File: src/rtl/elevator_pkg.sv
// ---------------------------------------------------------------------------
// elevator_pkg
// Shared definitions for the elevator car controller.
//   NUM_FLOORS / FLOOR_W : building size and the width of a floor index
//   state_e              : status codes driven on the status output
//   dir_e                : direction the car is committed to
//   door_plan()          : departure decision taken when the door opens
// ---------------------------------------------------------------------------
package elevator_pkg;

  localparam int NUM_FLOORS = 8;
  localparam int FLOOR_W    = $clog2(NUM_FLOORS);

  typedef enum logic [3:0] {
    ST_IDLE        = 4'd0,
    ST_MOVE_UP     = 4'd1,
    ST_MOVE_DOWN   = 4'd2,
    ST_ARRIVE_UP   = 4'd3,
    ST_ARRIVE_DOWN = 4'd4,
    ST_DOOR        = 4'd7
  } state_e;

  typedef enum logic [1:0] {
    DIR_NONE = 2'd0,
    DIR_UP   = 2'd1,
    DIR_DOWN = 2'd2
  } dir_e;

  // Returns {nextup, nextdown}. The car keeps going the way it was heading
  // if anything lies that way, otherwise it reverses; an idle car prefers up.
  // The two bits are mutually exclusive by construction.
  function automatic logic [1:0] door_plan(input dir_e dir,
                                           input logic above,
                                           input logic below);
    logic [1:0] plan;
    if (dir == DIR_DOWN) begin
      plan = {~below & above, below};
    end else begin
      plan = {above, ~above & below};
    end
    return plan;
  endfunction

endpackage

File: src/rtl/request_scan.sv
// ---------------------------------------------------------------------------
// request_scan
// Purely combinational view of the pending requests relative to the car.
//   floor   in  : current car floor
//   all_req in  : OR of every pending request type, one bit per floor
//   here    out : a request exists at the current floor
//   above   out : a request exists strictly above the current floor
//   below   out : a request exists strictly below the current floor
// ---------------------------------------------------------------------------
module request_scan
  import elevator_pkg::*;
(
  input  logic [FLOOR_W-1:0]    floor,
  input  logic [NUM_FLOORS-1:0] all_req,
  output logic                  here,
  output logic                  above,
  output logic                  below
);

  // Strict comparisons make "above" empty at the top floor and "below"
  // empty at the ground floor, which is what keeps the car from leaving
  // the shaft.
  always_comb begin
    here  = all_req[floor];
    above = 1'b0;
    below = 1'b0;
    for (int i = 0; i < NUM_FLOORS; i++) begin
      if (i > int'(floor)) begin
        above = above | all_req[i];
      end
      if (i < int'(floor)) begin
        below = below | all_req[i];
      end
    end
  end

endmodule

File: src/rtl/elevator_scheduler.sv
// ---------------------------------------------------------------------------
// elevator_scheduler
// LOOK-style car controller. Chooses a direction, times floor-to-floor travel
// and door dwell, and tracks the car floor.
//   clk          in  : system clock
//   rst          in  : asynchronous active-low reset
//   up           in  : pending hall up-calls, one bit per floor
//   down         in  : pending hall down-calls, one bit per floor
//   elevator_btn in  : pending in-car requests, one bit per floor
//   floor        out : current car floor (registered)
//   status       out : state code, 7 = door open at current floor (registered)
//   nextup       out : car will leave upward after this door cycle
//   nextdown     out : car will leave downward after this door cycle
//   door_open    out : status == 7 (registered)
// ---------------------------------------------------------------------------
module elevator_scheduler
  import elevator_pkg::*;
#(
  parameter int MOVE_TICKS = 50000000,
  parameter int DOOR_TICKS = 100000000
)
(
  input  logic                  clk,
  input  logic                  rst,
  input  logic [NUM_FLOORS-1:0] up,
  input  logic [NUM_FLOORS-1:0] down,
  input  logic [NUM_FLOORS-1:0] elevator_btn,
  output logic [FLOOR_W-1:0]    floor,
  output logic [3:0]            status,
  output logic                  nextup,
  output logic                  nextdown,
  output logic                  door_open
);

  localparam int MAX_TICKS = (MOVE_TICKS > DOOR_TICKS) ? MOVE_TICKS : DOOR_TICKS;
  localparam int TW        = (MAX_TICKS > 1) ? $clog2(MAX_TICKS) : 1;

  localparam logic [FLOOR_W-1:0] TOP_FLOOR  = FLOOR_W'(NUM_FLOORS - 1);
  localparam logic [TW-1:0]      MOVE_LAST  = TW'(MOVE_TICKS - 1);
  localparam logic [TW-1:0]      DOOR_LAST  = TW'(DOOR_TICKS - 1);

  state_e               state,      state_d;
  dir_e                 dir,        dir_d;
  logic [FLOOR_W-1:0]   floor_q,    floor_d;
  logic [TW-1:0]        timer,      timer_d;
  logic                 nextup_q,   nextup_d;
  logic                 nextdown_q, nextdown_d;
  logic                 door_open_q;

  logic [NUM_FLOORS-1:0] all_req;
  logic                  here;
  logic                  above;
  logic                  below;
  logic                  stop_up;
  logic                  stop_down;
  logic                  move_done;
  logic                  door_done;

  assign all_req = up | down | elevator_btn;

  request_scan u_scan (
    .floor   (floor_q),
    .all_req (all_req),
    .here    (here),
    .above   (above),
    .below   (below)
  );

  // On arrival the floor register already holds the new floor. A hall call
  // in the opposite direction only stops the car when nothing further on
  // is waiting, so it gets picked up on the way back instead.
  assign stop_up   = elevator_btn[floor_q] | up[floor_q]   | (down[floor_q] & ~above);
  assign stop_down = elevator_btn[floor_q] | down[floor_q] | (up[floor_q]   & ~below);

  assign move_done = (timer == MOVE_LAST);
  assign door_done = (timer == DOOR_LAST);

  // State register: everything that must survive a clock, cleared at once
  // by reset even in the middle of a move or a door cycle.
  always_ff @(posedge clk or negedge rst) begin
    if (!rst) begin
      state       <= ST_IDLE;
      dir         <= DIR_NONE;
      floor_q     <= '0;
      timer       <= '0;
      nextup_q    <= 1'b0;
      nextdown_q  <= 1'b0;
      door_open_q <= 1'b0;
    end else begin
      state       <= state_d;
      dir         <= dir_d;
      floor_q     <= floor_d;
      timer       <= timer_d;
      nextup_q    <= nextup_d;
      nextdown_q  <= nextdown_d;
      door_open_q <= (state_d == ST_DOOR);
    end
  end

  // Next-state logic. The timer defaults to zero so that it clears on every
  // state change; only the non-terminal counting branches advance it.
  // nextup/nextdown are decided once on the edge that enters DOOR and are
  // held until the door closes, so late requests cannot redirect the car.
  always_comb begin
    state_d    = state;
    dir_d      = dir;
    floor_d    = floor_q;
    timer_d    = '0;
    nextup_d   = nextup_q;
    nextdown_d = nextdown_q;

    case (state)
      ST_IDLE: begin
        if (here) begin
          state_d                = ST_DOOR;
          dir_d                  = DIR_NONE;
          {nextup_d, nextdown_d} = door_plan(DIR_NONE, above, below);
        end else if (above) begin
          state_d = ST_MOVE_UP;
          dir_d   = DIR_UP;
        end else if (below) begin
          state_d = ST_MOVE_DOWN;
          dir_d   = DIR_DOWN;
        end
      end

      ST_MOVE_UP: begin
        if (move_done) begin
          state_d = ST_ARRIVE_UP;
          // Saturate rather than wrap if the shaft end is ever reached.
          floor_d = (floor_q == TOP_FLOOR) ? floor_q : floor_q + FLOOR_W'(1);
        end else begin
          timer_d = timer + TW'(1);
        end
      end

      ST_MOVE_DOWN: begin
        if (move_done) begin
          state_d = ST_ARRIVE_DOWN;
          floor_d = (floor_q == '0) ? floor_q : floor_q - FLOOR_W'(1);
        end else begin
          timer_d = timer + TW'(1);
        end
      end

      ST_ARRIVE_UP: begin
        if (stop_up) begin
          state_d                = ST_DOOR;
          {nextup_d, nextdown_d} = door_plan(dir, above, below);
        end else begin
          state_d = ST_MOVE_UP;
        end
      end

      ST_ARRIVE_DOWN: begin
        if (stop_down) begin
          state_d                = ST_DOOR;
          {nextup_d, nextdown_d} = door_plan(dir, above, below);
        end else begin
          state_d = ST_MOVE_DOWN;
        end
      end

      ST_DOOR: begin
        if (door_done) begin
          if (nextup_q) begin
            state_d = ST_MOVE_UP;
            dir_d   = DIR_UP;
          end else if (nextdown_q) begin
            state_d = ST_MOVE_DOWN;
            dir_d   = DIR_DOWN;
          end else begin
            state_d = ST_IDLE;
            dir_d   = DIR_NONE;
          end
          nextup_d   = 1'b0;
          nextdown_d = 1'b0;
        end else begin
          timer_d = timer + TW'(1);
        end
      end

      default: begin
        state_d    = ST_IDLE;
        dir_d      = DIR_NONE;
        nextup_d   = 1'b0;
        nextdown_d = 1'b0;
      end
    endcase
  end

  // Outputs come straight from registers so downstream logic sees clean,
  // glitch-free values.
  always_comb begin
    floor     = floor_q;
    status    = state;
    nextup    = nextup_q;
    nextdown  = nextdown_q;
    door_open = door_open_q;
  end

endmodule

File: config.mk
export PLATFORM = sky130hd
export DESIGN_NAME = elevator_scheduler
export DESIGN_NICKNAME = d
export VERILOG_FILES = /design/src/rtl/elevator_pkg.sv /design/src/rtl/request_scan.sv /design/src/rtl/elevator_scheduler.sv
export SDC_FILE = /design/constraint.sdc
export NUM_CORES = 1
export LEC_CHECK = 0
export CAP_MARGIN = 20
export CORE_MARGIN = 4
export CORE_UTILIZATION = 45
export CTS_CLUSTER_SIZE = 28
export DETAILED_ROUTE_END_ITERATION = 6
export PLACE_DENSITY = 0.74
export SETUP_SLACK_MARGIN = 0.3
export SLEW_MARGIN = 20
export SYNTH_ARGS = -nofsm -noshare
export SYNTH_HDL_FRONTEND = slang
export SYNTH_SLANG_ARGS = --single-unit
File: constraint.sdc
create_clock -name clk -period 6.09 [get_ports clk]
set_input_delay 1.218 -clock clk [delete_from_list [all_inputs] [get_ports clk]]
set_output_delay 1.218 -clock clk [all_outputs]
set_load 0.005 [all_outputs]
Word-level counts from Yosys, hierarchy flattened:

Cells that the tools add are included.
Widths: inputs -> output; s select.

* logic and storage cells: 136
* flip-flop bits (word level): 39
* input port bits: 26

* mux-type cells: 58
* $lt $le $gt $ge: 15
* eq/ne operators: 19
* bitwise operators: 26
* add/subtract/negate cells: 3
* reduce and logical (&&, ||, !) cells: 8

Operators with widths (number)
* $mux 27: 2
* $pmux 27 s2: 1
* $add 27x1->27 const B: 1
* $eq 27x26->1 const B: 1
* $eq 27x27->1 const B: 1
* $mux 1: 25
* $mux 4: 6
* $pmux 4 s6: 1
* $mux 2: 9
* $mux 3: 6
* $ne 2x2->1 const B: 8
* $or 1x1->1: 16
* $or 8x8->8: 2
* $bmux 1 s3: 4
* $eq 4x3->1 const B: 3
* $gt 3x3->1 const A: 4
* $pmux 1 s5: 2
* $reduce_and 5->1: 2
* $lt 3x3->1 const A: 3
* $eq 4x2->1 const B: 2
* $gt 2x3->1 const A: 2
* $lt 1x3->1 const A: 2
* $lt 2x3->1 const A: 2
* $pmux 2 s3: 1
* other kinds (17): 23

Logic depth before layout (Yosys ltp):

Gate-level depths: netlist of run 1.

* depth in word-level cells: 21
* depth in mapped cells: 10
* mapped depth without buffers: 8

By module:

Synthesis of run 1 repeated with hierarchy kept, for this count alone.

* cells, all modules: 290
* area total of the unflattened synthesis: 2687.6 µm²

Modules (own cells, without submodules)
* elevator_scheduler: area each 2478.6 µm², cells an instance 266, times used 1, sequential area each 975.9 µm²
* request_scan: area each 209.0 µm², cells an instance 24, times used 1, sequential area each 0.0 µm²

Least setup slack after synthesis of run 1:

No wires, ideal clock.

* path kind: in2reg
* start: in elevator_btn[7]
* end: reg nextup_q (netlist: nextup)
* cell stages on the path: 6
* path buffers: 0
* arrival: 2697 ps
* setup slack: 3266 ps
* path through: mux4_2 -> mux2_2 -> a211oi_2 -> o211ai_1 -> nand4_1 -> mux2_1

* cells in the longest elaborated chain, start to end: 8
* elaborated cells between the ends (all ways): 23

RTL lines
* from (decl): line elevator_scheduler.sv:27 `input logic [NUM_FLOORS-1:0] elevator_btn,`
* parallel branches: the longest is 8 deep, another holds $reduce_and 5->1
* to (signal assigned): line elevator_scheduler.sv:94 `nextup_q <= nextup_d;`
* to (decl): line elevator_scheduler.sv:46 `logic nextup_q, nextup_d;`

Several ways; the timed one is not identified. The select of a mux whose other input is x is not followed.
A chain may end at the register's enable or synchronous reset.

Final worst setup path of run 1:

* start: in elevator_btn[4]
* end: reg state[1] (netlist: status[1])

* cells in the longest elaborated chain, start to end: 14
* elaborated cells between the ends (all ways): 28

RTL lines
* $or 8x8->8: line elevator_scheduler.sv:59 `assign all_req = up | down | elevator_btn;`
* $or 1x1->1: line request_scan.sv:29 `above = above | all_req[i];`
* $mux 1: line request_scan.sv:28 `if (i > int'(floor)) begin`
* $or 1x1->1: line request_scan.sv:29
* $mux 1: line request_scan.sv:28
* $or 1x1->1: line request_scan.sv:29
* $mux 1: line request_scan.sv:28
* $or 1x1->1: line request_scan.sv:29
* $mux 1: line request_scan.sv:28
* $not 1->1: line elevator_scheduler.sv:72 `assign stop_up = elevator_btn[floor_q] | up[floor_q] | (down[floor_q] & ~above);`
* $and 1x1->1: line elevator_scheduler.sv:72
* $or 1x1->1: line elevator_scheduler.sv:72
* $mux 3: line elevator_scheduler.sv:147 `if (stop_up) begin`
* $pmux 4 s6 (*): line elevator_scheduler.sv:112 `case (state)`
* via state_d[1]: line elevator_scheduler.sv:42 `state_e state, state_d;`
* to (signal assigned): line elevator_scheduler.sv:90 `state <= state_d;`
* to (decl): line elevator_scheduler.sv:42

The timed path passes the listed nets; every way through them passes the cells marked *. The select of a mux whose other input is x is not followed.

==> PnR_summary.wiki, run 1 <==
{| class="wikitable"
! Metric !! Value
|-
| Quantity of hold-fixing buffers added after cts || 0
|-
| Commonest non-fill, non-tap cell in the layout || dfrtp_1
|-
| Final critical-path setup slack || approximately 2.9 ns
|-
| Routed Antenna Nets || 0
|-
| Worst slew margin relative to its limit || 0.423
|-
| Overall Global Routing Usage || 0.183
|-
| Area growth from synthesis to final layout || 17.3%
|-
| Period utilisation layout || 0.531
|-
| Filler cell count in the final layout || about 500
|-
| Largest net degree at the start of global routing || 40
|-
| Post-CTS setup-driven buffer insertion count || 0
|-
| Die Span X || ~85 um
|-
| Die area || slightly above 7000 um2
|-
| # placed instances || ~400
|-
| Overall overflow remaining after global route || 0
|-
| Synth warn || 0
|-
| Vias in the first global route || 2255
|-
| Number of different library cells in the post-synthesis netlist || 59
|-
| Cell with the biggest individual delay on the critical path || a2111oi_4
|-
| Tmin final || ~3.2 ns
|-
| Net Count, Synth || 332
|-
| Met2 Usage GRT || 0.270
|-
| Layout cell share with drive strength beyond 1 || 0.0661
|-
| Antenna violations before repair || 0
|-
| Remaining design rule violation count || 0
|-
| Antenna cell count || 0
|-
| Clock transition at path regs || around 0.07 ns
|-
| Critical-path maximum fanout || 4
|-
| RSZ-0062 raised after global routing || false
|-
| Startpoint type of the worst setup path || input port
|-
| Fraction of registers with async set/reset || 1.00
|-
| Number of setup violations in the final report || 0
|-
| Maximum capacitance violations || 0
|-
| Cells along the critical path || clkdlybuf4s50_1 -> nor3_1 -> o22ai_1 -> a2111oi_4 -> nor2_1 -> a211oi_1 -> nand4bb_1
|-
| Number of flops mapped to enable cells by yosys || 0
|-
| Final weighted congestion in routability-driven placement || approximately 0.9
|-
| Cell area after synthesis || approximately 2700 um2
|-
| Average wire length per cell after detail routing || ~16 um
|-
| Largest stage delay, worst path || around 0.46 ns
|-
| Area occupied by multi-input gates || roughly 1600 um2
|-
| Number of gates resized after CTS || 0
|-
| Final Skew || about 0.0027 ns
|-
| DP Worst Slack || between 2 and 3 ns
|-
| Area occupied by registers || a little under 1000 um2
|-
| Mean instance size in the synthesized netlist || just under 9 um2
|-
| Clock insertion delay at the later pin of the skew report || 0.28 ns
|-
| Synthesis-stage register bit count || 39
|-
| Root cell of the clock tree || clkbuf_8
|-
| Power density of the placed cells || between 200 and 250 nW/um2
|-
| Layout Cells excl Fill || between 400 and 500
|-
| Clock tree from TritonCTS || built
|-
| Number of buffers created by CTS || 5
|-
| Number of standard-cell rows in the floorplan || 27
|-
| Arr. time, crit path || 3.37 ns
|-
| Met1 usage in global routing || 0.274
|-
| Port-buffer cells || 35
|-
| Clk buf depth || 2
|-
| Leading cell types in the layout, fill and taps excluded || 39 x dfrtp_1, 38 x nor2_1, 34 x clkdlybuf4s50_1
|-
| Max H-tree Level || 2
|-
| Sum of routed wire length over all layers || 6350 um
|-
| Final TNS setup || 0 ns
|-
| Die height || around 85 um
|-
| Highest attainable clock frequency || approximately 0.3 GHz
|-
| Most Crowded Layer GR || met1
|-
| Fraction of the yosys area taken by sequential cells || 0.364
|-
| Core area || roughly 5600 um2
|-
| CP Class || in2reg
|-
| Crit path max-delay family || compound AO/OA/AOI/OAI gates
|-
| Status || finished clean
|-
| Average via count per standard cell || 5.84
|-
| Number of clock sinks || 39
|-
| Final slew viol count || 0
|-
| Commonest register cell after synthesis || dfrtp_1
|-
| Wire length of the first global-routing pass || 10900 um
|-
| Number of search-and-repair iterations in the first detailed-routing pass || 4
|-
| Routing usage on met3 || 0.0359
|-
| Kind of path behind the tightest hold check || reg2reg
|-
| Nature of the critical path endpoint || flop
|-
| I/O pin count || 36
|-
| Post-DP HPWL || 4730 um
|-
| Worst path required time || 6.22 ns
|-
| Synthesized instance count || approximately 300
|-
| Final hold violations || 0
|-
| Starting density of the core || 0.475
|-
| Iteration-0 DRC count of the detailed router || between 150 and 200
|-
| Static Leak || about 0.0012 uW
|-
| Worst-Margin Slew || between 0.8 and 0.9 ns
|-
| Peak ir drop on the vdd network || between 0.00015 and 0.0002 V
|-
| Critical path buffer and inverter count || 1
|-
| Final Net Count || between 300 and 400
|-
| Vias after detailed routing || around 2.4k
|}
-- routing by layer --
metal	vias up	wire [um]
met5	-	0
met4	0	79
met3	9	341
met2	57	2760
met1	1128	3170
li1	1172	-
-- stage by stage --
| step | cell area, um2 | total power, uW | hold slack [ns] | utilization |
|---|---|---|---|---|
| 6_report | 3140 | 705 | 0.454 | 0.557 |
| 5_1_grt | 3140 | 751 | 0.513 | 0.557 |
| 4_1_cts | 3140 | 710 | 0.457 | 0.557 |
| 3_5_place_dp | 3060 | 542 | 0.447 | 0.543 |
| 3_3_place_gp | 3060 | 537 | 0.441 | 0.542 |
| 2_1_floorplan | 2680 | 451 | 0.424 | - |
-- cell usage after synthesis, types with 2 or more instances --
library cell  count  area (um2)
and3_1            6        37.5
nor3_1           13        65.1
clkbuf_1          3        11.3
nand2_1          29         109
o22ai_1           5        31.3
mux4_2            4        90.1
xnor2_1           5        43.8
nor4b_1           2        17.5
a21oi_1          13        65.1
nor2b_1           4        25.0
nand4_2           2        25.0
o21ai_1           3        15.0
xor2_1           18         158
a211oi_1          5        37.5
mux2i_1           4        40.0
o21ai_0          10        50.1
inv_1             3        11.3
nand2b_1          7        43.8
nor2_1           38         143
buf_2             6        30.0
nand4_1           6        37.5
nor4_1            5        31.3
nor4bb_1          2        20.0
o32a_1            2        20.0
nand3_1          12        60.1
a311o_1           2        20.0
or2_2             4        25.0
or3_1             7        43.8
o32ai_1           2        17.5
o211ai_1          4        30.0
dfrtp_1          39         976
and3b_1           2        17.5
and2_1            4        25.0
ha_1              5        62.6
-- final timing paths --
path,from,end,slack (ns),cells after the start
max in group asynchronous,rst,dir[0],4.51,1
min in group asynchronous,rst,timer[11],1.04,1
min,timer[0],timer[0],0.45,1
max,elevator_btn[4],status[1],2.85,7
max reg2reg,floor[1],status[1],3.37,7
min reg2reg,timer[0],timer[0],0.45,1
-- power by group --
part	total, uW	switching, uW	internal (uW)	leakage (uW)
combinational	220	114	106	0.000608
sequential	319	35.7	283	0.000535
clock	166	85.8	80.4	0.0000422
-- worst reg2reg max path, delay by kind of cell (launching register included) --
kind / cells / cell delay [ns]
AOI/OAI and AO/OA: 3 / 0.82
adders and majority gates: 1 / 0.30
buffers and inverters: 1 / 0.30
DFF: 1 / 0.88
and+or+nand+nor: 2 / 0.28
-- sequential cells by signal (all words and copies together), names as in the netlist --
register / cells
door_open: 1
timer: 27
nextdown: 1
dir: 2
floor: 3
nextup: 1
status: 4
-- cell families after synthesis --
kind of cell / Yosys count / share of synthesized area
compound gates: 61 / 0.163
xor+xnor: 23 / 0.0752
fa+ha+maj: 5 / 0.0233
buf+inv: 14 / 0.0266
flops: 39 / 0.364
mux: 10 / 0.0570
other cells: 1 / 0.00140
simple gates: 148 / 0.289
-- final cells by class --
cell class                      instances  share of cell area
Timing Repair Buffer                   35               0.110
Multi-Input combinational cell        248               0.522
Sequential cell                        39               0.310
Clock buffer                            7              0.0243
Tap cell                               72              0.0287
Clock inverter                          1             0.00159
Inverter                                3             0.00358
(Power assumes the default switching activity.)
==> inputs of run 2 (changes only) <==
--- a/config.mk
+++ b/config.mk
@@ -10,7 +10,7 @@
 export CORE_UTILIZATION = 45
 export CTS_CLUSTER_SIZE = 28
 export DETAILED_ROUTE_END_ITERATION = 6
-export PLACE_DENSITY = 0.74
+export PLACE_DENSITY = 0.77
 export SETUP_SLACK_MARGIN = 0.3
 export SLEW_MARGIN = 20
 export SYNTH_ARGS = -nofsm -noshare
==> constraint.sdc (replaced) <==
create_clock -name clk -period 2.81 [get_ports clk]
set_input_delay 0.562 -clock clk [delete_from_list [all_inputs] [get_ports clk]]
set_output_delay 0.562 -clock clk [all_outputs]
set_load 0.005 [all_outputs]
==> PnR_summary.wiki, run 2 (synthesis results as in run 1) <==
{| class="wikitable"
! Metric !! Value
|-
| # placed instances || 409 (was 397)
|-
| Share of power burned in registers || 0.442 (was 0.453)
|-
| Antenna violations before repair || 0 (unchanged)
|-
| Internal portion of total power || 1040 uW (was 469 uW)
|-
| Area growth from synthesis to final layout || 24.4% (was 17.3%)
|-
| Crit path max-delay family || compound AO/OA/AOI/OAI gates (unchanged)
|-
| Portion of total power attributed to the clock network || 0.233 (was 0.236)
|-
| Die Span X || 85.2 um (unchanged)
|-
| Area occupied by registers || 982 um2 (was 976 um2)
|-
| Worst path required time || 2.98 ns (was 6.22 ns)
|-
| Tmin final || between 2 and 2.5 ns
|-
| Power density of the placed cells || 469 nW/um2 (was 224 nW/um2)
|-
| Number of standard-cell rows in the floorplan || 27 (unchanged)
|-
| Root cell of the clock tree || clkbuf_8 (unchanged)
|-
| Final hold violations || 0 (unchanged)
|-
| Area occupied by multi-input gates || 1690 um2 (was 1640 um2)
|-
| Post-DP HPWL || 4700 um (was 4730 um)
|-
| Clock tree from TritonCTS || built (unchanged)
|-
| Worst-Margin Slew || 0.859 ns (was 0.865 ns)
|-
| Maximum capacitance violations || 0 (unchanged)
|-
| Final Net Count || 378 (was 363)
|-
| DP Worst Slack || 0.0000513 ns (was 2.60 ns)
|-
| Arr. time, crit path || 2.59 ns (was 3.37 ns)
|-
| Final weighted congestion in routability-driven placement || 0.895 (was 0.920)
|-
| Net switching power || 517 uW (was 235 uW)
|-
| Overall Global Routing Usage || 0.183 (about the same)
|-
| Final slew viol count || 0 (unchanged)
|-
| Critical path buffer and inverter count || 1 (unchanged)
|-
| Leading cell types in the layout, fill and taps excluded || 38 x nor2_1, 36 x dfrtp_1, 29 x nand2_1 (was 39 x dfrtp_1, 38 x nor2_1, 34 x clkdlybuf4s50_1)
|-
| Clock transition at path regs || 0.07 ns (about the same)
|-
| Die height || 85.2 um (unchanged)
|-
| Worst slew margin relative to its limit || 0.427 (was 0.423)
|-
| Core area || 5640 um2 (unchanged)
|-
| Status || finished clean (unchanged)
|-
| Antenna cell count || 0 (unchanged)
|-
| Routed Antenna Nets || 0 (unchanged)
|-
| Most flops, register || timer (unchanged)
|-
| Die area || 7250 um2 (unchanged)
|-
| Nature of the critical path endpoint || flop (unchanged)
|-
| Largest net degree at the start of global routing || 40 (unchanged)
|-
| Startpoint type of the worst setup path || input port (unchanged)
|-
| Commonest non-fill, non-tap cell in the layout || nor2_1 (was dfrtp_1)
|-
| Filler cell count in the final layout || 490 (was 492)
|-
| Final Skew || 0.00575 ns (was 0.00274 ns)
|-
| Combinational fraction of design power || 0.325 (was 0.312)
|-
| Iteration-0 DRC count of the detailed router || 137 (was 193)
|-
| Final critical-path setup slack || 0.388 ns (was 2.85 ns)
|-
| Clock insertion delay at the later pin of the skew report || 0.29 ns (was 0.28 ns)
|-
| Vias after detailed routing || 2463 (was 2366)
|-
| Highest attainable clock frequency || about 0.41 GHz
|-
| Remaining design rule violation count || 0 (unchanged)
|-
| Overall overflow remaining after global route || 0 (unchanged)
|-
| Starting density of the core || 0.475 (unchanged)
|-
| Peak ir drop on the vdd network || 0.000337 V (was 0.000158 V)
|-
| Largest register FFs || 27 (unchanged)
|-
| Wire length of the first global-routing pass || 11100 um (was 10900 um)
|-
| Cells along the critical path || clkdlybuf4s50_1 -> o311ai_2 -> o32ai_1 -> a2111oi_4 -> nand2_1 -> o311a_1 -> o32a_1 (was clkdlybuf4s50_1 -> nor3_1 -> o22ai_1 -> a2111oi_4 -> nor2_1 -> a211oi_1 -> nand4bb_1)
|-
| Kind of path behind the tightest hold check || in2async (was reg2reg)
|-
| Number of clock sinks || 39 (unchanged)
|-
| Port-buffer cells || 35 (unchanged)
|-
| Final TNS setup || 0 ns (unchanged)
|-
| Register-to-register setup slack || 0.42 ns (was 3.37 ns)
|-
| Number of buffers created by CTS || 5 (unchanged)
|-
| Quantity of hold-fixing buffers added after cts || 0 (unchanged)
|-
| Layout cell share with drive strength beyond 1 || 0.141 (was 0.0661)
|-
| Total power draw || 1560 uW (was 705 uW)
|-
| I/O pin count || 36 (unchanged)
|-
| RSZ-0062 raised after global routing || false (unchanged)
|-
| Average wire length per cell after detail routing || 15.5 um (was 15.7 um)
|-
| CP Class || in2reg (unchanged)
|-
| Clk buf depth || 2 (unchanged)
|-
| Number of setup violations in the final report || 0 (unchanged)
|-
| Sum of routed wire length over all layers || 6510 um (was 6350 um)
|-
| Period utilisation layout || 0.862
|-
| Max H-tree Level || 2 (unchanged)
|-
| Average via count per standard cell || 5.86 (was 5.84)
|-
| Static Leak || 0.00134 uW (was 0.00118 uW)
|-
| Cell with the biggest individual delay on the critical path || clkdlybuf4s50_1 (was a2111oi_4)
|-
| Layout Cells excl Fill || 420 (was 405)
|-
| Vias in the first global route || 2434 (was 2255)
|-
| Critical-path maximum fanout || 4 (unchanged)
|-
| Largest stage delay, worst path || 0.48 ns (was 0.46 ns)
|-
| Number of search-and-repair iterations in the first detailed-routing pass || 4 (unchanged)
|-
| Net switching share of the total power || 0.331 (was 0.334)
|}
==> run 2: changes by cell type in the layout (fill, tap and decap cells not counted), moves of 2 or more <==
cell,previous run,this run
dlymetal6s2s_1,0,8
nor3_2,0,5
clkdlybuf4s50_1,34,26
buf_4,0,15
dfrtp_2,0,2
mux2_4,0,2
nor3_1,13,8
dfrtp_1,39,36
==> run 2: what timing repair did <==
action,in CTS,in global routing
gates resized for setup,3,21
pin swaps,0,5
setup buffers,0,3
setup endpoints to repair,3,8
gates cloned,0,0
==> run 2: power by group through the flow <==
stage	clock network [uW]	registers, uW	logic [uW]
floorplan	0	662	314
global placement	0	695	479
detailed placement	0	698	480
CTS	374	687	485
global route	401	702	563
finish	365	690	507
==> run 2: metal layers <==
layer | GRT usage | wire, um | vias up | part of all wire
met3 | 0.0359 | 293 | 14 | 0.045
met4 | 0.0590 | 121 | 0 | 0.019
met2 | 0.288 | 3120 | 63 | 0.48
met1 | 0.254 | 2970 | 1189 | 0.46
met5 | 0 | 0 | - | 0
li1 | - | - | 1197 | -
==> run 2: path summary, 6_finish.rpt <==
check	from	to	depth (start not counted)
max	up[3]	dir[1]	7
min	rst	timer[20]	1
max reg2reg	floor[0]	nextup	6
min reg2reg	timer[0]	timer[0]	1
max in group asynchronous	rst	floor[0]	1
min in group clk	timer[0]	timer[0]	1
==> run 2: final cells by class <==
type	instances	area share
flip-flops and latches	39	0.295
clock buffers	7	0.0229
well taps	72	0.0270
repair buffers	50	0.143
inverters	3	0.00338
multi-input cells	248	0.507
clock inverters	1	0.00150
==> run 2: worst reg2reg max path, delay by kind of cell, from the launching register on <==
family	cells	cell delay, ns
flops	1	0.55
mux	3	1.16
compound gates	2	0.38
simple gates	1	0.18
==> run 2: metrics by stage <==
step                      instance area, um2   util  hold WS, ns
after global placement                  3150  0.558        0.438
after global routing                    3330  0.591        0.452
after CTS                               3230  0.573        0.413
after detailed placement                3150  0.558        0.450
final                                   3330  0.591        0.379
after floorplan                         2680      -        0.266
==> inputs of run 3 (changes only) <==
--- a/config.mk
+++ b/config.mk
@@ -12,7 +12,8 @@
 export DETAILED_ROUTE_END_ITERATION = 6
 export PLACE_DENSITY = 0.77
 export SETUP_SLACK_MARGIN = 0.3
-export SLEW_MARGIN = 20
+export SLEW_MARGIN = 0
 export SYNTH_ARGS = -nofsm -noshare
 export SYNTH_HDL_FRONTEND = slang
+export SYNTH_HIERARCHICAL = 1
 export SYNTH_SLANG_ARGS = --single-unit
==> PnR_summary.wiki, run 3 <==
{| class="wikitable"
! Metric !! Value
|-
| Status || finished clean (unchanged)
|-
| Critical-path maximum fanout || 3 (was 4)
|-
| Ranking of synthesized cells by instance count || 48 x nor2_1, 39 x dfrtp_1, 18 x nand2_1 (was 39 x dfrtp_1, 38 x nor2_1, 29 x nand2_1)
|-
| Synthesized instance count || 290 (was 301)
|-
| Layout cell share with drive strength beyond 1 || 0.181 (was 0.141)
|-
| Static Leak || 0.00137 uW (was 0.00134 uW)
|-
| Clk buf depth || 2 (unchanged)
|-
| Wire length of the first global-routing pass || 10900 um (was 11100 um)
|-
| Highest routed metal layer || met4 (unchanged)
|-
| Most instantiated library cell after synthesis || nor2_1 (was dfrtp_1)
|-
| Port-buffer cells || 35 (unchanged)
|-
| Number of setup violations in the final report || 0 (unchanged)
|-
| Root cell of the clock tree || clkbuf_8 (unchanged)
|-
| Worst-Margin Slew || 0.891 ns (was 0.859 ns)
|-
| Antenna cell count || 0 (unchanged)
|-
| Cell taking the most area after synthesis || dfrtp_1 (unchanged)
|-
| Remaining design rule violation count || 0 (unchanged)
|-
| Post-DP HPWL || 4490 um (was 4700 um)
|-
| Vias in the first global route || 2282 (was 2434)
|-
| Largest register FFs || 27 (unchanged)
|-
| Die Span X || 85.3 um (was 85.2 um)
|-
| Synth warn || 6 (was 0)
|-
| Max H-tree Level || 2 (unchanged)
|-
| Number of clock sinks || 39 (unchanged)
|-
| Fraction of the yosys area taken by sequential cells || 0.363 (was 0.364)
|-
| Arr. time, crit path || 2.67 ns (was 2.59 ns)
|-
| I/O pin count || 36 (unchanged)
|-
| Startpoint type of the worst setup path || input port (unchanged)
|-
| Post-place instance area || 3150 um2 (unchanged)
|-
| Final slew viol count || 0 (unchanged)
|-
| Leading post-synthesis cells by cell area || dfrtp_1 36%, mux4_1 6.8%, nor2_1 6.7% (was dfrtp_1 36%, xor2_1 5.9%, nor2_1 5.3%)
|-
| Commonest register cell after synthesis || dfrtp_1 (unchanged)
|-
| Vias after detailed routing || 2348 (was 2463)
|-
| Most flops, register || timer (unchanged)
|-
| Kind of path behind the tightest hold check || in2async (unchanged)
|-
| Final Net Count || 364 (was 378)
|-
| Nature of the critical path endpoint || flop (unchanged)
|-
| Synthesis-stage register bit count || 39 (unchanged)
|-
| Final Skew || 0.00953 ns (was 0.00575 ns)
|-
| Starting density of the core || 0.476 (was 0.475)
|-
| Maximum capacitance violations || 0 (unchanged)
|-
| RSZ-0062 raised after global routing || false (unchanged)
|-
| Overall overflow remaining after global route || 0 (unchanged)
|-
| Die height || 85.3 um (was 85.2 um)
|-
| Clock insertion delay at the later pin of the skew report || 0.29 ns (about the same)
|-
| Mean instance size in the synthesized netlist || 9.27 um2 (was 8.90 um2)
|-
| Number of search-and-repair iterations in the first detailed-routing pass || 5 (was 4)
|-
| Final weighted congestion in routability-driven placement || 0.854 (was 0.895)
|-
| Final hold violations || 0 (unchanged)
|-
| Area share of the largest cell type after synthesis || 0.363 (was 0.364)
|-
| Highest attainable clock frequency || 0.407 GHz (was 0.413 GHz)
|-
| Largest net degree at the start of global routing || 40 (unchanged)
|-
| Antenna violations before repair || 0 (unchanged)
|-
| Iteration-0 DRC count of the detailed router || 225 (was 137)
|-
| # placed instances || 398 (was 409)
|-
| Length of routed met2 wiring || 2870 um (was 3120 um)
|-
| Leading cell types in the layout, fill and taps excluded || 46 x nor2_1, 36 x dfrtp_1, 19 x dlygate4sd2_1 (was 38 x nor2_1, 36 x dfrtp_1, 29 x nand2_1)
|-
| Number of buffers created by CTS || 5 (unchanged)
|-
| Routed Antenna Nets || 0 (unchanged)
|-
| Quantity of hold-fixing buffers added after cts || 0 (unchanged)
|-
| Routed wl met3 || 193 um (was 293 um)
|-
| Layout Cells excl Fill || 409 (was 420)
|-
| Post-layout utilization of the core || 0.602 (was 0.591)
|-
| Net Count, Synth || 318 (was 332)
|-
| Average via count per standard cell || 5.74 (was 5.86)
|-
| Commonest non-fill, non-tap cell in the layout || nor2_1 (unchanged)
|-
| Number of different library cells in the post-synthesis netlist || 55 (was 59)
|-
| Tmin final || 2.46 ns (was 2.42 ns)
|-
| Worst slew margin relative to its limit || 0.406 (was 0.427)
|-
| Routed met1 length || 3110 um (was 2970 um)
|-
| Final cell area excluding filler cells || 3400 um2 (was 3330 um2)
|-
| Die area || 7270 um2 (was 7250 um2)
|-
| Overall Global Routing Usage || 0.179 (was 0.183)
|-
| CP Class || in2reg (unchanged)
|-
| Power density of the placed cells || 492 nW/um2 (was 469 nW/um2)
|-
| Fraction of registers with async set/reset || 1.00 (unchanged)
|-
| Sum of routed wire length over all layers || 6230 um (was 6510 um)
|-
| Number of flops mapped to enable cells by yosys || 0 (unchanged)
|-
| Core area || 5640 um2 (unchanged)
|-
| Average wire length per cell after detail routing || 15.2 um (was 15.5 um)
|-
| Number of standard-cell rows in the floorplan || 27 (unchanged)
|-
| Cell area after synthesis || 2690 um2 (was 2680 um2)
|-
| Clock tree from TritonCTS || built (unchanged)
|-
| Peak ir drop on the vdd network || 0.000497 V (was 0.000337 V)
|-
| Worst path required time || 3.02 ns (was 2.98 ns)
|-
| Area growth from synthesis to final layout || 26.4% (was 24.4%)
|-
| Clock transition at path regs || 0.08 ns (was 0.07 ns)
|-
| Period utilisation layout || 0.874 (was 0.862)
|}
run 3: cells by family (layout without fill, tap and decap cells):
logic type	after synthesis	in the layout	synth area share
AOI/OAI and AO/OA	41	41	0.117
muxes	14	14	0.0996
adders and majority gates	2	2	0.0121
buffers and inverters	25	72	0.0503
xor gates and xnor gates	29	29	0.0945
and+or+nand+nor	139	139	0.262
other	1	1	0.00140
DFF	39	39	0.363
run 3: worst paths after layout:
check / cells past startpoint / end / from / slack, ns
max: 11 / status[2] / up[0] / 0.35
min: 1 / dir[1] / rst / 0.38
max reg2reg: 8 / status[2] / floor[0] / 0.49
min reg2reg: 1 / timer[0] / timer[0] / 0.51
max in group asynchronous: 1 / floor[0] / rst / 1.81
min in group clk: 1 / timer[0] / timer[0] / 0.51
run 3: report_power, final:
part / internal, uW / total, uW / switching (uW)
sequential: 610 / 706 / 96.4
clock: 287 / 485 / 198
combinational: 233 / 480 / 247
run 3: per-layer routing:
metal  track usage  vias up
met5             0        -
met4        0.0388        0
met1         0.267     1161
li1              -     1142
met3        0.0311        7
met2         0.273       38
run 3: worst max-delay path, stage by stage:
cell and delay, ns:
dlygate4sd2_1 0.24, or3_4 0.40, o311a_1 0.37, o21ai_2 0.12
o311ai_2 0.12, o211ai_1 0.27, buf_4 0.16, buf_4 0.10
nand2_1 0.07, o2111a_1 0.17, o21ai_1 0.08
run 3: final cells by class:
class / instances / area (um2)
timing repair buffer: 54 / 489
sequential: 39 / 980
fill: 462 / 2240
inverter: 10 / 37.5
clock buffer: 6 / 82.6
multi-input combinational: 226 / 1680
tap: 72 / 90.1
clock inverter: 2 / 35.0
run 3: per-stage QoR:
step | power [uW] | setup TNS, ns | hold slack [ns] | setup slack, ns
after global placement | 1170 | -0.480 | 0.493 | -0.112
after detailed placement | 1180 | -0.781 | 0.500 | -0.159
after global routing | 1780 | 0 | 0.461 | 0.295
after floorplan | 1020 | 0 | 0.266 | 0.320
final | 1670 | 0 | 0.384 | 0.354
after CTS | 1680 | 0 | 0.404 | 0.302
run 3: repair_timing:
action,in CTS,in global routing
pin swaps,19,12
buffers inserted,3,0
gates resized for setup,41,16
setup endpoints to repair,7,8
==> patch, RTL diff (config.mk and constraints of run 3) <==
Make the reset (`rst`) synchronous in one clocked block. Comments in the files are not updated.
--- a/src/rtl/elevator_scheduler.sv
+++ b/src/rtl/elevator_scheduler.sv
@@ -77,7 +77,7 @@
 
   // State register: everything that must survive a clock, cleared at once
   // by reset even in the middle of a move or a door cycle.
-  always_ff @(posedge clk or negedge rst) begin
+  always_ff @(posedge clk) begin
     if (!rst) begin
       state       <= ST_IDLE;
       dir         <= DIR_NONE;
Behaviour: differs if rst is asserted again (counterexample within 4 cycles, from zero or initial values and one cycle with rst low); with rst held inactive, the same outputs for 10 cycles.
==> patch against run 3 <==
Worst setup slack better by 36 ps; first-iteration DRC count shrank 40%; wire length fell by 7.1%; cell area fell by 8.9%; sequential cell count stayed put; sequential share of layout area shrank 3.6 points; synthesized area fell by 9.5%; global-route usage up 0.68 points; critical path type unchanged.
Power is not compared: it rests on default switching activity, and its combinational part moved more than twofold at a synthesized area within 25%.
==> patch: results (changes against run 3) <==
| Metric | Value |
|---|---|
| H-tree depth | 2 (unchanged) |
| Ys Warns | 6 (unchanged) |
| Clock slew at reported path FFs | 80 ps (about the same) |
| Largest register FFs | 27 (unchanged) |
| Leakage | 1.071 nW |
| CTS Buf Count | 5 (unchanged) |
| Post-synthesis sequential area ratio | 0.3208 (-0.04231) |
| Synth cell count leaders | nor2_1 (40), dfxtp_1 (39), nand2_1 (24) |
| Clock latency on the worst-skew pair | 290 ps (about the same) |
| Clock Path Buffers | 2 (unchanged) |
| Worst path arrival time | 2610 ps (-60 ps) |
| Antenna diode instance count | 0 (unchanged) |
| Port bufs | 35 (unchanged) |
| Largest Register | timer |
| Area post-placement | 0.002910 mm2 (-7.5%) |
| Reg-to-Reg Start | floor[2]$_SDFFE_PN0P_ |
| Syn nets | 309 (-2.8%) |
| Overall routing resource usage | 0.1862 (+0.006803) |
| Layout Nets | 356 (-2.2%) |
| Vias in the first global route | 2215 (-2.9%) |
| Synth top area cells | dfxtp_1 (32%), nor2_1 (6.2%), mux4_2 (5.6%), xor2_1 (5.4%), xnor2_1 (4.7%) |
| Per-cell routed wire length | 14.51 um (-4.8%) |
| Synth unique cells | 55 (unchanged) |
| Initial DRC count | 136 (-40%) |
| Largest net degree at the start of global routing | 20 (-50%) |
| Clk root buf | clkbuf_8 |
| Outcome | completed |
| Crit path from | down[7] |
| VDD IR max | 340.2 uV |
| Hold Crit Start | timer[0]$_SDFF_PN0_ |
| CP max FO | 3 (unchanged) |
| GP Congestion | 0.8071 (-5.5%) |
| DP Wirelength | 4201 um (-6.5%) |
| Post-synth ARST share | 0 (-1.000) |
| Slew @ Worst Pin | 636.6 ps (-253.9 ps) |
| Worst hold-check path type | reg2reg |
| Final Skew | 4.162 ps (-5.365 ps) |
| First-pass GRT wire length | 9784 um (-10%) |
| Share of layout cells above drive strength 1 | 0.2036 (+0.02264) |
| Startpoint Class | primary input |
| Pre-Repair DR Iteration Count | 4 (-1) |
| Via-per-instance ratio | 5.632 (-1.9%) |
| Antenna violations before repair | 0 (unchanged) |
==> patch: cell types whose count changed in the layout (fill, tap and decap cells not counted), sizes merged, moves of 3 or more <==
| cell | before | now |
|---|---|---|
| dfrtp | 39 | 0 |
| dfxtp | 0 | 39 |
| dlygate4sd2 | 19 | 4 |
| clkdlybuf4s15 | 0 | 13 |
| nor2 | 48 | 40 |
| clkbuf | 6 | 13 |
| buf | 20 | 15 |
| nand2 | 19 | 24 |
| dlymetal6s2s | 4 | 0 |
| nor2b | 1 | 5 |
| a221oi | 3 | 0 |
| xnor2 | 16 | 13 |
==> patch: path summary, 6_finish.rpt <==
| kind | cells past startpoint | endpoint | slack [ps] |
|---|---|---|---|
| setup / recovery | 9 | dir[0]$_SDFFE_PN0P_ | 390 |
| hold / removal | 1 | timer[0]$_SDFF_PN0_ | 460 |
| setup reg to reg | 7 | door_open$_SDFF_PN0_ | 540 |
| hold reg to reg | 1 | timer[0]$_SDFF_PN0_ | 460 |
==> patch: area by class of cell <==
| type | instances | area, um2 |
|---|---|---|
| fill | 435 | 2078 |
| tap | 70 | 87.58 |
| sequential | 39 | 780.7 |
| timing repair buffer | 50 | 426.7 |
| clock buffer | 6 | 82.58 |
| multi-input combinational | 225 | 1652 |
| inverter | 7 | 26.28 |
| clock inverter | 2 | 38.79 |
==> patch: cell families (layout without fill, tap and decap cells) <==
kind of cell	Yosys count	in the layout	synth area share
AND/OR/NAND/NOR	142	142	0.3023
flip-flops	39	39	0.3208
AO/OA/AOI/OAI	37	37	0.1198
XOR/XNOR	28	28	0.1008
buffers and inverters	17	65	0.03496
multiplexers	15	15	0.1064
adder cells (fa/ha/maj)	2	2	0.01337
other	1	1	0.001541
==> patch: metal layers <==
layer / share of wire / routed length (um) / global-route usage / vias to the layer above
li1: - / - / - / 1109
met1: 0.45 / 2606 / 0.2322 / 1056
met2: 0.48 / 2757 / 0.3127 / 74
met3: 0.062 / 357 / 0.04276 / 8
met4: 0.012 / 68 / 0.06757 / 0
met5: 0 / 0 / 0 / -
==> patch: repair_timing <==
item	in CTS	in global routing
gates resized for setup	44	33
setup endpoints to repair	8	5
setup buffers	1	1
pin swaps	16	16
==> patch: power breakdown <==
group	total, mW	switching [mW]	internal, mW
Combinational	0.132	0.0606	0.0716
Sequential	0.567	0.00886	0.559
Clock	0.503	0.210	0.292
Total	1.20	0.280	0.922
==> patch: metrics by stage <==
stage / cells / setup WS, ps
after global placement: 389 / -148.1
after global routing: 399 / 295.5
after CTS: 398 / 353.1
after floorplan: 281 / 311.8
final: 399 / 389.3
after detailed placement: 389 / -309.3
==> patch: worst max-delay path: stages <==
cell	delay [ps]
dlygate4sd2_1	240
or3_4	330
mux4_2	480
mux2_4	300
nor2_4	110
nand2_2	70
nor3_2	160
nor2_1	70
o221a_2	280
